`src/rtl/cpu4_pkg.sv`:
```
// cpu4_pkg: shared opcodes, sequencer states and decoded control bundle for the 4-bit computer
package cpu4_pkg;

    localparam int OPC_W = 4;

    typedef enum logic [OPC_W-1:0] {
        OP_NOP = 4'd0,
        OP_LDA,
        OP_ADD,
        OP_SUB,
        OP_OUT,
        OP_JMP,
        OP_JC,
        OP_HLT
    } opcode_t;

    typedef enum logic [2:0] {
        S_WAIT,
        S_FETCH,
        S_DECODE,
        S_EXEC,
        S_HALT
    } state_t;

    typedef struct packed {
        logic acc_load;
        logic acc_add;
        logic acc_sub;
        logic out_load;
        logic jump;
        logic cond;
        logic halt;
        logic illegal;
    } ctrl_t;

endpackage

```
`src/rtl/instr_decode.sv`:
```
// instr_decode: combinational opcode -> control bundle map
//   opcode  in   OPC_W  instruction opcode field
//   ctrl    out  ctrl_t strobes, jump/condition, halt and illegal flags
module instr_decode
    import cpu4_pkg::*;
(
    input  logic [OPC_W-1:0] opcode,
    output ctrl_t            ctrl
);

    always_comb begin
        ctrl = '0;
        case (opcode)
            OP_NOP: ;
            OP_LDA: ctrl.acc_load = 1'b1;
            OP_ADD: ctrl.acc_add = 1'b1;
            OP_SUB: ctrl.acc_sub = 1'b1;
            OP_OUT: ctrl.out_load = 1'b1;
            OP_JMP: ctrl.jump = 1'b1;
            OP_JC: begin
                ctrl.jump = 1'b1;
                ctrl.cond = 1'b1;
            end
            OP_HLT: ctrl.halt = 1'b1;
            default: ctrl.illegal = 1'b1;
        endcase
    end

endmodule

```
`src/rtl/instr_sequencer.sv`:
```
// instr_sequencer: fetch/decode/execute sequencer driven by the PC phase strobe
//   clk, rst_n                 clock, async active-low reset
//   cp, program_count          PC phase strobe and current PC value
//   ab_flag                    ALU compare flag for JC
//   rom_addr, rom_data         program ROM read port
//   prog_c, prog_p, pc_ab_flag jump load request back into the PC
//   imm                        operand of the current instruction
//   acc_load..out_load         one-cycle datapath strobes
//   halted, illegal, overrun   status (illegal and overrun are sticky)
module instr_sequencer
    import cpu4_pkg::*;
#(
    parameter int ADDR_W  = 4,
    parameter int DATA_W  = 4,
    parameter int ROM_LAT = 1
) (
    input  logic                    clk,
    input  logic                    rst_n,
    input  logic                    cp,
    input  logic [ADDR_W-1:0]       program_count,
    input  logic                    ab_flag,
    output logic [ADDR_W-1:0]       rom_addr,
    input  logic [OPC_W+DATA_W-1:0] rom_data,
    output logic                    prog_c,
    output logic [ADDR_W-1:0]       prog_p,
    output logic                    pc_ab_flag,
    output logic [DATA_W-1:0]       imm,
    output logic                    acc_load,
    output logic                    acc_add,
    output logic                    acc_sub,
    output logic                    out_load,
    output logic                    halted,
    output logic                    illegal,
    output logic                    overrun
);

    state_t            state, nxt;
    ctrl_t             dec;
    logic              cp_q, armed, pending, take_q, halt_q;
    logic [3:0]        strb_q;
    logic [1:0]        cnt;
    logic [OPC_W-1:0]  ir_op;
    logic [DATA_W-1:0] ir_opnd;
    logic              cp_rise, busy, fetch_done;

    // armed masks the first cycle after reset so a cp already high at release is not an edge
    assign cp_rise    = cp & ~cp_q & armed;
    assign busy       = state inside {S_FETCH, S_DECODE, S_EXEC};
    assign fetch_done = cnt == 2'(ROM_LAT - 1);
    assign halted     = state == S_HALT;

    instr_decode u_decode (
        .opcode (ir_op),
        .ctrl   (dec)
    );

    always_ff @(posedge clk or negedge rst_n)
        if (!rst_n) state <= S_WAIT;
        else        state <= nxt;

    always_comb begin
        nxt        = state;
        acc_load   = 1'b0;
        acc_add    = 1'b0;
        acc_sub    = 1'b0;
        out_load   = 1'b0;
        prog_c     = 1'b0;
        pc_ab_flag = 1'b0;
        case (state)
            S_WAIT:   if (cp_rise || pending) nxt = S_FETCH;
            S_FETCH:  if (fetch_done) nxt = S_DECODE;
            S_DECODE: nxt = S_EXEC;
            S_EXEC: begin
                nxt = halt_q ? S_HALT : S_WAIT;
                {acc_load, acc_add, acc_sub, out_load} = strb_q;
                prog_c     = take_q;
                pc_ab_flag = take_q;
            end
            default:  nxt = S_HALT;
        endcase
    end

    always_ff @(posedge clk or negedge rst_n)
        if (!rst_n) begin
            cp_q     <= 1'b0;
            armed    <= 1'b0;
            pending  <= 1'b0;
            cnt      <= '0;
            ir_op    <= '0;
            ir_opnd  <= '0;
            strb_q   <= '0;
            halt_q   <= 1'b0;
            take_q   <= 1'b0;
            rom_addr <= '0;
            prog_p   <= '0;
            imm      <= '0;
            illegal  <= 1'b0;
            overrun  <= 1'b0;
        end else begin
            cp_q  <= cp;
            armed <= 1'b1;
            case (state)
                S_WAIT: begin
                    cnt <= '0;
                    if (cp_rise || pending) begin
                        rom_addr <= program_count;
                        pending  <= 1'b0;
                    end
                end
                S_FETCH: begin
                    cnt <= cnt + 2'd1;
                    if (fetch_done) {ir_op, ir_opnd} <= rom_data;
                end
                S_DECODE: begin
                    imm    <= ir_opnd;
                    strb_q <= {dec.acc_load, dec.acc_add, dec.acc_sub, dec.out_load};
                    halt_q <= dec.halt;
                    take_q <= dec.jump & (~dec.cond | ab_flag);
                    // the PC increments once after a load, so aim one below the target
                    if (dec.jump) prog_p <= ADDR_W'(ir_opnd) - ADDR_W'(1);
                    if (dec.illegal) illegal <= 1'b1;
                end
                default: ;
            endcase
            // only one early edge is remembered; it is served as soon as WAIT is reached
            if (busy && cp_rise) begin
                pending <= 1'b1;
                overrun <= 1'b1;
            end
        end

endmodule

```
`config.mk`:
```
export PLATFORM = sky130hd
export DESIGN_NAME = instr_sequencer
export DESIGN_NICKNAME = d
export VERILOG_FILES = /design/src/rtl/cpu4_pkg.sv /design/src/rtl/instr_decode.sv /design/src/rtl/instr_sequencer.sv
export SDC_FILE = /design/constraint.sdc
export NUM_CORES = 1
export LEC_CHECK = 0
export CAP_MARGIN = 20
export CORE_ASPECT_RATIO = 0.6
export CORE_MARGIN = 5
export CORE_UTILIZATION = 49
export DETAILED_ROUTE_END_ITERATION = 7
export GPL_ROUTABILITY_DRIVEN = 1
export GPL_TIMING_DRIVEN = 0
export PLACE_DENSITY = 0.88
export SLEW_MARGIN = 5
export SYNTH_ARGS = -nofsm -noshare
export SYNTH_HDL_FRONTEND = slang
export SYNTH_HIERARCHICAL = 1
export SYNTH_SLANG_ARGS = --single-unit
```
`constraint.sdc`:
```
create_clock -name clk -period 1.5 [get_ports clk]
set_input_delay 0.15 -clock clk [delete_from_list [all_inputs] [get_ports clk]]
set_output_delay 0.15 -clock clk [all_outputs]
set_load 0.005 [all_outputs]
```
---- Word level (Yosys, flattened, before mapping) ----
Index checks and enable logic that the tools add are counted.
cells by class
  bitwise operators ....................... 7
  eq/ne operators ......................... 13
  muxes and demuxes ....................... 20
  add/sub/neg operators ................... 2
  reduce and logical (&&, ||, !) cells .... 17
operators with widths
  cell                                              number
  == test 4 x 3 -> 1 bit, second input constant     4
  2-to-1 mux 1 bit                                  15
  one-hot mux 3 bit (4 select lines)                1
  AND reduction 2 bit                               6
  2-to-1 mux 3 bit                                  3
  == test 4 x 2 -> 1 bit, second input constant     2
  OR reduction 8 bit                                1
  == test 3 x 2 -> 1 bit, second input constant     2
  nonzero test 2 bit                                3
  == test 4 x 1 -> 1 bit, second input constant     1
  logical NOT 4 bit                                 1
  != test 2 bit, second input constant              2
  one-hot mux 2 bit (2 select lines)                1
  subtractor 4 x 1 -> 4 bit, second input constant  1
  bitwise AND 1 bit                                 3
  == test 3 x 1 -> 1 bit, second input constant     1
  == test 3 bit, second input constant              1
  logical NOT 3 bit                                 1
  NOT 1 bit                                         3
  nonzero test 3 bit                                1
  adder 2 x 1 -> 2 bit, second input constant       1
  logical NOT 2 bit                                 1
  OR reduction 2 bit                                1
  logical AND 1 bit                                 1
  other kinds (2)                                   2
word-level totals
  output and inout bits ................... 21
  bits of input ports ..................... 16
  flip-flop bits (word level) ............. 36

---- Longest topological paths before layout ----
Gate-level depths: netlist (run 1).
  word-level depth ........................ 7
  mapped depth ............................ 6
  gate-level depth less buffers ........... 5

---- Hierarchy ----
The synthesis (run 1) kept the hierarchy.
by module, submodules not included
  module           cells each  instances  seq. area each (µm²)  area an instance (µm²)
  instr_sequencer  120         1          900.9                 1,550.2
  instr_decode     12          1          0.0                   85.1

---- Worst setup path after synthesis (run 1) ----
Ideal clock, no wire load.
  kind .................................... register to register
  start point ............................. register state[2]
  end point ............................... register halt_q
  arrival time ............................ 1,215 ps
  setup slack ............................. 161 ps
  path buffers ............................ 2
  setup time .............................. 125 ps
  cell stages (with the launch flop) ...... 5
  clock period less this slack ............ 1,339 ps
  cells stage by stage .................... dfrtp_1 > buf_6 > nor3b_4 > buf_4 > mux2_2
between the ends
  word-level cells in the longest chain between the ends .. 1
RTL lines
  item                    line                    source
  start, declared         instr_sequencer.sv:37   state_t state, nxt;
  start signal, assigned  instr_sequencer.sv:59   else state <= nxt;
  == test 3 x 2 -> 1 bit  instr_sequencer.sv:102  case (state)
  end signal, assigned    instr_sequencer.sv:117  halt_q <= dec.halt;
  end, declared           instr_sequencer.sv:39   logic cp_q, armed, pending, take_q, halt_q;
No other way between the ends.
A chain may end at the register's enable or synchronous reset.

---- Final worst setup path (run 1) ----
  start point ............................. register state[1]
  end point ............................... register ir_op[1]
between the ends
  word-level cells in the longest chain between the ends .. 2
RTL lines
  item                           line                    source
  == test 3 x 1 -> 1 bit         instr_sequencer.sv:102
  AND reduction 2 bit (no line)  --
  end signal, assigned           instr_sequencer.sv:112  if (fetch_done) {ir_op, ir_opnd} <= rom_data;
  end, declared                  instr_sequencer.sv:42   logic [OPC_W-1:0] ir_op;
No other way between the ends.

==> metrics.md, run 1 <==
| Metric | Value |
|---|---|
| # setup viols final | `16` |
| Pin slew with the least headroom to its limit | `0.791 ns` |
| Largest net degree at the start of global routing | `37` |
| Top FF cell, synth | `dfrtp_1` |
| CTS tree | `yes` |
| Number of synthesized flops with an enable pin | `0` |
| First-pass GRT wire length | `6000 µm` |
| Final setup margin | `-0.154 ns` |
| Sink Count | `36` |
| Number of global-route vias before repair | `1,260` |
| WL/cell | `16.3 µm` |
| Worst VDD drop | `1.07 mV` |
| Via count | `1,204` |
| Max_cap viols | `0` |
| Power Dens Cells | `2140 nW/µm²` |
| Unrepaired setup endpoints after global routing | `yes` |
| Failing checks | `setup timing` |
| Starting Density | `50.4%` |
| Die Wd | `84.6 µm` |
| N_diodes | `0` |
| FMAX | `605 MHz` |
| FP Rows | `16` |
| Min-delay worst type | `in2reg` |
| FILL cells | `217` |
| Outcome | `finished with violations` |
| Most frequent cell on the critical path | `buf_6` |
| Pre-CTS WS | `-0.201 ns` |
| Die area | `4630 µm²` |
| Max_slew headroom | `47.3%` |
| DR vias/cell | `5.06` |
| Grt ovf | `0` |
| Total track usage | `17.5%` |
| Yosys warns | `6` |
| Gate Count Post-Synth | `132` |
| Number of buffers created by CTS | `5` |
| Commonest non-fill, non-tap cell in the layout | `dfrtp_1` |
| Reg area | `901 µm²` |
| Fin nets | `210` |
| CTS max path bufs | `2` |
| Final period utilization | `110%` |
| Area growth syn-to-layout | `48.1%` |
| LEAKAGE | `0.00109 µW` |
| H-tree levels | `2` |
| Share of layout cells above drive strength 1 | `39.9%` |
| I/O Buffers | `36` |
| CTS root buffer | `clkbuf_8` |
| Placed insts | `213` |
| Asr flop ratio synth | `100%` |
| Hold Fails Final Rpt | `0` |
| Routed WL | `3890 µm` |
| Detailed-route DRC error count | `0` |
| Required @ worst endpoint | `1.67 ns` |
| Syn Nets | `150` |
| Initial drt markers | `29` |
| CP peak stage delay | `0.41 ns` |
| Crit path DAT | `1.82 ns` |
| DR pass1 iterations | `4` |
| Max Slew Vio Count | `0` |
| Core area | `3240 µm²` |
| Synthesized flop and latch total | `36` |
| I/O Pins | `37` |
| Cell variety after synth | `29` |
| Clock skew | `0.00716 ns` |
| Initial antenna violation count | `0` |
| Final HPWL DP | `2430 µm` |
| Fin cells | `238` |
| Crit end category | `flip-flop` |
| Clock transition at path regs | `0.08 ns` |
| CP max-delay cell | `dfrtp_1` |
| Final min period | `1.65 ns` |
| Critical path class | `reg2reg` |
| Multi-input gate area | `758 µm²` |
| Cell chain of the critical path | `buf_6 -> buf_6 -> buf_6 -> nand3b_4 -> nor2_8 -> mux2_4` |
| Register area share after synthesis | `55.1%` |
| Clk Latency, worst-skew pair | `0.29 ns` |
| Gpl congestion | `0.785` |
| Commonest non-fill, non-tap cells in the layout | `36 x dfrtp_1, 28 x clkdlybuf4s50_1, 13 x mux2_2, 13 x buf_4, 11 x buf_6` |
| Mapped Area | `1640 µm²` |
| Die Ht | `54.8 µm` |
| Syn avg cell area | `12.4 µm²` |
| Crit Path Max Fanout | `8` |
| Routed Antenna Nets | `0` |
| CP startpoint kind | `flip-flop` |
## cell usage after synthesis, drive strengths merged, types with 4 or more instances
cell type   n  area [µm²]
nor2        9        50.1
and2        4        25.0
nand3       4        20.0
nand2b      5        38.8
buf         5        45.0
inv         6        22.5
nand2       8        30.0
dfrtp      36         901
nor3        8        66.3
o21ai       9        48.8
mux2       21         236
a21oi       4        23.8
## logic make-up after synthesis
| family | Yosys count | synth area share, % |
|---|---|---|
| other | 1 | 0.229 |
| XOR/XNOR | 2 | 1.07 |
| adder cells (fa/ha/maj) | 2 | 1.53 |
| flip-flops | 36 | 55.1 |
| buffers and inverters | 13 | 4.59 |
| multiplexers | 21 | 14.5 |
| AO/OA/AOI/OAI | 15 | 5.36 |
| AND/OR/NAND/NOR | 42 | 17.7 |
## worst max-delay path, delay by kind of cell, from the launching register on
family | cells | cell delay [ns]
buf+inv | 3 | 0.35
flops | 1 | 0.41
mux | 1 | 0.33
simple gates | 2 | 0.43
## routing by layer
layer | GRT usage, % | vias to the layer above | routed length (µm)
met2 | 31.7 | 34 | 1930
met3 | 5.86 | 11 | 219
met1 | 19.4 | 594 | 1660
met5 | 0 | - | 0
met4 | 8.16 | 0 | 73
li1 | - | 565 | -
## layout make-up
class	count	area share, %
buffer	5	2.17
multi-input combinational	83	31.3
sequential	36	37.2
inverter	6	0.930
clock inverter	2	1.45
timing repair buffer	55	21.6
clock buffer	6	3.00
tap	45	2.32
## state kept, by name, indices dropped and copies added, names as in the netlist
register	cells
halt_q	1
pending	1
armed	1
imm	4
state	3
prog_p	4
ir_op	4
strb_q	4
take_q	1
illegal	1
overrun	1
cnt	2
ir_opnd	4
rom_addr	4
cp_q	1
## where the power goes
part | switching (µW) | leakage, µW | internal [µW]
combinational | 1050 | 0.000595 | 1520
sequential | 352 | 0.000441 | 1430
clock | 350 | 0.0000552 | 493
## stage by stage
stage	utilization [%]	hold WS, ns	setup TNS (ns)	total power (µW)	cell area, µm²
2_1_floorplan	-	-0.146	0	2930	1640
3_3_place_gp	63.3	0.441	-15.29	3550	2050
3_5_place_dp	63.1	0.279	-1.07	3690	2050
4_1_cts	69.9	0.329	-1.45	4790	2270
5_1_grt	74.7	0.337	-2.70	5510	2420
6_report	74.7	0.337	-1.66	5200	2420
## path summary, 6_finish.rpt
check	depth (start not counted)	end	slack, ns	start
worst min-delay path	1	cp_q	0.34	cp
worst max register to register	6	ir_op[1]	-0.15	state[1]
worst min register to register	1	illegal	0.46	illegal
max in group asynchronous	2	overrun	0.52	rst_n
worst max-delay path	6	ir_op[1]	-0.15	state[1]
min in group asynchronous	2	ir_opnd[1]	0.49	rst_n
## timing repair
item	CTS	global route
hold buffers	1	0
pin swaps	4	6
resized for setup	27	30
endpoints found under the hold margin	36	0
setup buffers	11	7
setup endpoints to repair	7	29
No activity file was read; power rests on OpenSTA's default activity.
==> inputs of run 2 (changes only) <==
--- a/config.mk
+++ b/config.mk
@@ -7,7 +7,7 @@
 export LEC_CHECK = 0
 export CAP_MARGIN = 20
 export CORE_ASPECT_RATIO = 0.6
-export CORE_MARGIN = 5
+export CORE_MARGIN = 2
 export CORE_UTILIZATION = 49
 export DETAILED_ROUTE_END_ITERATION = 7
 export GPL_ROUTABILITY_DRIVEN = 1
==> run 2 against run 1 <==
The run still ends with setup timing left; clock power decreased by 18%; count of clock-buffer cells in the layout grew 2; critical path depth is 1 lower; die area down 17%; register-to-register slack gained 0.12 ns; via count shrank 4.0%; worst hold slack improved by 0.0062 ns; first-iteration DRC count grew 59%; final area shrank 4.0%; global-route usage grew 2.9 points; sequential power is essentially flat; largest cell class unchanged; largest power group unchanged.
==> metrics.md, run 2 (synthesis results as in run 1) <==
| Metric | Value |
|---|---|
| Die Wd | `78.6 µm (-7.1%)` |
| Critical path class | `reg2reg` |
| WL/cell | `14.8 µm (-9.6%)` |
| Routed WL | `3450 µm (-11%)` |
| Power Dens Cells | `2090 nW/µm² (-2.7%)` |
| Die area | `3830 µm² (-17%)` |
| I/O Buffers | `36 (unchanged)` |
| Core area | `3220 µm² (-0.62%)` |
| Grt ovf | `0 (unchanged)` |
| Crit path DAT | `1.70 ns (-0.12 ns)` |
| Largest net degree at the start of global routing | `37 (unchanged)` |
| Worst VDD drop | `0.998 mV (-7.0%)` |
| Gpl congestion | `0.767 (-2.2%)` |
| Buf/Inv on CP | `2 (-1)` |
| CP peak stage delay | `0.40 ns (about the same)` |
| Via count | `1,156 (-4.0%)` |
| Crit Path Max Fanout | `8 (unchanged)` |
| Detailed-route DRC error count | `0 (unchanged)` |
| CTS root buffer | `clkbuf_8` |
| Final period utilization | `102% (-8.1 points)` |
| Final HPWL DP | `2350 µm (-3.4%)` |
| Pin slew with the least headroom to its limit | `0.768 ns (-0.0227 ns)` |
| Fin cells | `234 (-1.7%)` |
| Clk Latency, worst-skew pair | `0.28 ns (about the same)` |
| Crit end category | `flip-flop` |
| Initial drt markers | `46 (+59%)` |
| Required @ worst endpoint | `1.67 ns (about the same)` |
| Final setup TNS | `-0.138 ns (+1.52 ns)` |
| Cell family with most CP delay | `flip-flops` |
| FMAX | `652 MHz (+7.9%)` |
| CP startpoint kind | `flip-flop` |
| Outcome | `finished with violations` |
| Max_cap viols | `0 (unchanged)` |
| N_diodes | `0 (unchanged)` |
| First-pass GRT wire length | `5740 µm (-4.3%)` |
| Placed insts | `213 (unchanged)` |
| Number of global-route vias before repair | `1,165 (-7.5%)` |
| Hold Fails Final Rpt | `0 (unchanged)` |
| DR vias/cell | `4.94 (-2.3%)` |
| Starting Density | `50.7% (+0.31 points)` |
| Core Util, Final | `72.1% (-2.6 points)` |
| Share of layout cells above drive strength 1 | `35.4% (-4.4 points)` |
| CTS max path bufs | `2 (unchanged)` |
| Total track usage | `20.4% (+2.9 points)` |
| Sink Count | `36 (unchanged)` |
| Clock skew | `0.00417 ns (-0.00299 ns)` |
| # setup viols final | `6 (-10)` |
| I/O Pins | `37 (unchanged)` |
| Max Slew Vio Count | `0 (unchanged)` |
| Final min period | `1.53 ns (-0.121 ns)` |
| CP max-delay cell | `dfrtp_1` |
| Die Ht | `48.8 µm (-11%)` |
| Number of buffers created by CTS | `5 (unchanged)` |
| Routed Antenna Nets | `0 (unchanged)` |
| LEAKAGE | `0.00106 µW (-2.9%)` |
| Commonest non-fill, non-tap cell in the layout | `dfrtp_1` |
| Initial antenna violation count | `0 (unchanged)` |
| Area growth syn-to-layout | `42.2%` |
| Cell chain of the critical path | `buf_6 -> buf_8 -> nand3b_4 -> nor2_8 -> mux2_2` |
| Min-delay worst type | `in2reg` |
| Commonest non-fill, non-tap cells in the layout | `35 x dfrtp_1, 28 x clkdlybuf4s50_1, 16 x mux2_2` |
| DR pass1 iterations | `4 (unchanged)` |
| Clock transition at path regs | `0.07 ns (about the same)` |
| Final setup margin | `-0.0330 ns (+0.121 ns)` |
| Max_slew headroom | `48.8% (+1.5 points)` |
| Unrepaired setup endpoints after global routing | `yes` |
| FP Rows | `16 (unchanged)` |
| H-tree levels | `2 (unchanged)` |
| Fin nets | `206 (-1.9%)` |
| CTS tree | `yes` |
| Failing checks | `setup timing` |
-- run 2: cell types whose count changed in the layout (fill, tap and decap cells not counted), moves of 2 or more --
cell	change
buf_4	-3
buf_2	+2
clkdlybuf4s15_1	+2
and2_1	+3
and2_4	-3
buf_6	-7
nand2b_4	+2
nand2b_1	-2
mux2_4	-4
mux2_2	+3
-- run 2: layer usage --
metal  GRT usage, %  share of wire (%)
met4           8.19                1.7
met1           28.5                 48
met3           5.97                3.6
met2           30.1                 47
met5              0                  0
-- run 2: through the flow --
stage	area, µm²	worst slack, ns	hold slack (ns)	power (µW)
final	2320	-0.0330	0.344	4850
after global routing	2320	-0.0770	0.356	5180
after CTS	2220	-0.0589	0.341	4560
after detailed placement	2050	-0.228	0.273	3680
after global placement	2050	-0.429	0.444	3550
after floorplan	1640	0.161	-0.146	2930
-- run 2: worst reg2reg max path, cell delays in order (launching register included) --
cell and delay (ns):
dfrtp_1 0.40, buf_6 0.14, buf_8 0.13, nand3b_4 0.19, nor2_8 0.20, mux2_2 0.36
-- run 2: layout make-up --
type / instances / area, µm²
flip-flops and latches: 36 / 902
fillers: 215 / 898
multi-input cells: 83 / 731
repair buffers: 49 / 453
clock buffers: 8 / 90.1
plain buffers: 7 / 70.1
well taps: 45 / 56.3
inverters: 6 / 22.5
-- run 2: power by group --
group	total (µW)	internal [µW]	switching [µW]
sequential	1810	1430	380
clock	694	374	320
combinational	2350	1390	952
-- run 2: final timing paths --
kind                             to  cells after the start     start  slack [ns]
setup / recovery           ir_op[0]                      5  state[1]       -0.03
hold / removal                 cp_q                      1        cp        0.34
setup reg to reg           ir_op[0]                      5  state[1]       -0.03
hold reg to reg             overrun                      1   overrun        0.46
max in group asynchronous  ir_op[1]                      2     rst_n        0.49
min in group asynchronous    imm[1]                      2     rst_n        0.47
-- run 2: what timing repair did --
action	4_1_cts	5_1_grt
hold buffers	1	0
pin swaps	2	5
endpoints found under the setup margin	7	29
resized for setup	24	22
endpoints found under the hold margin	36	0
setup buffers	4	8
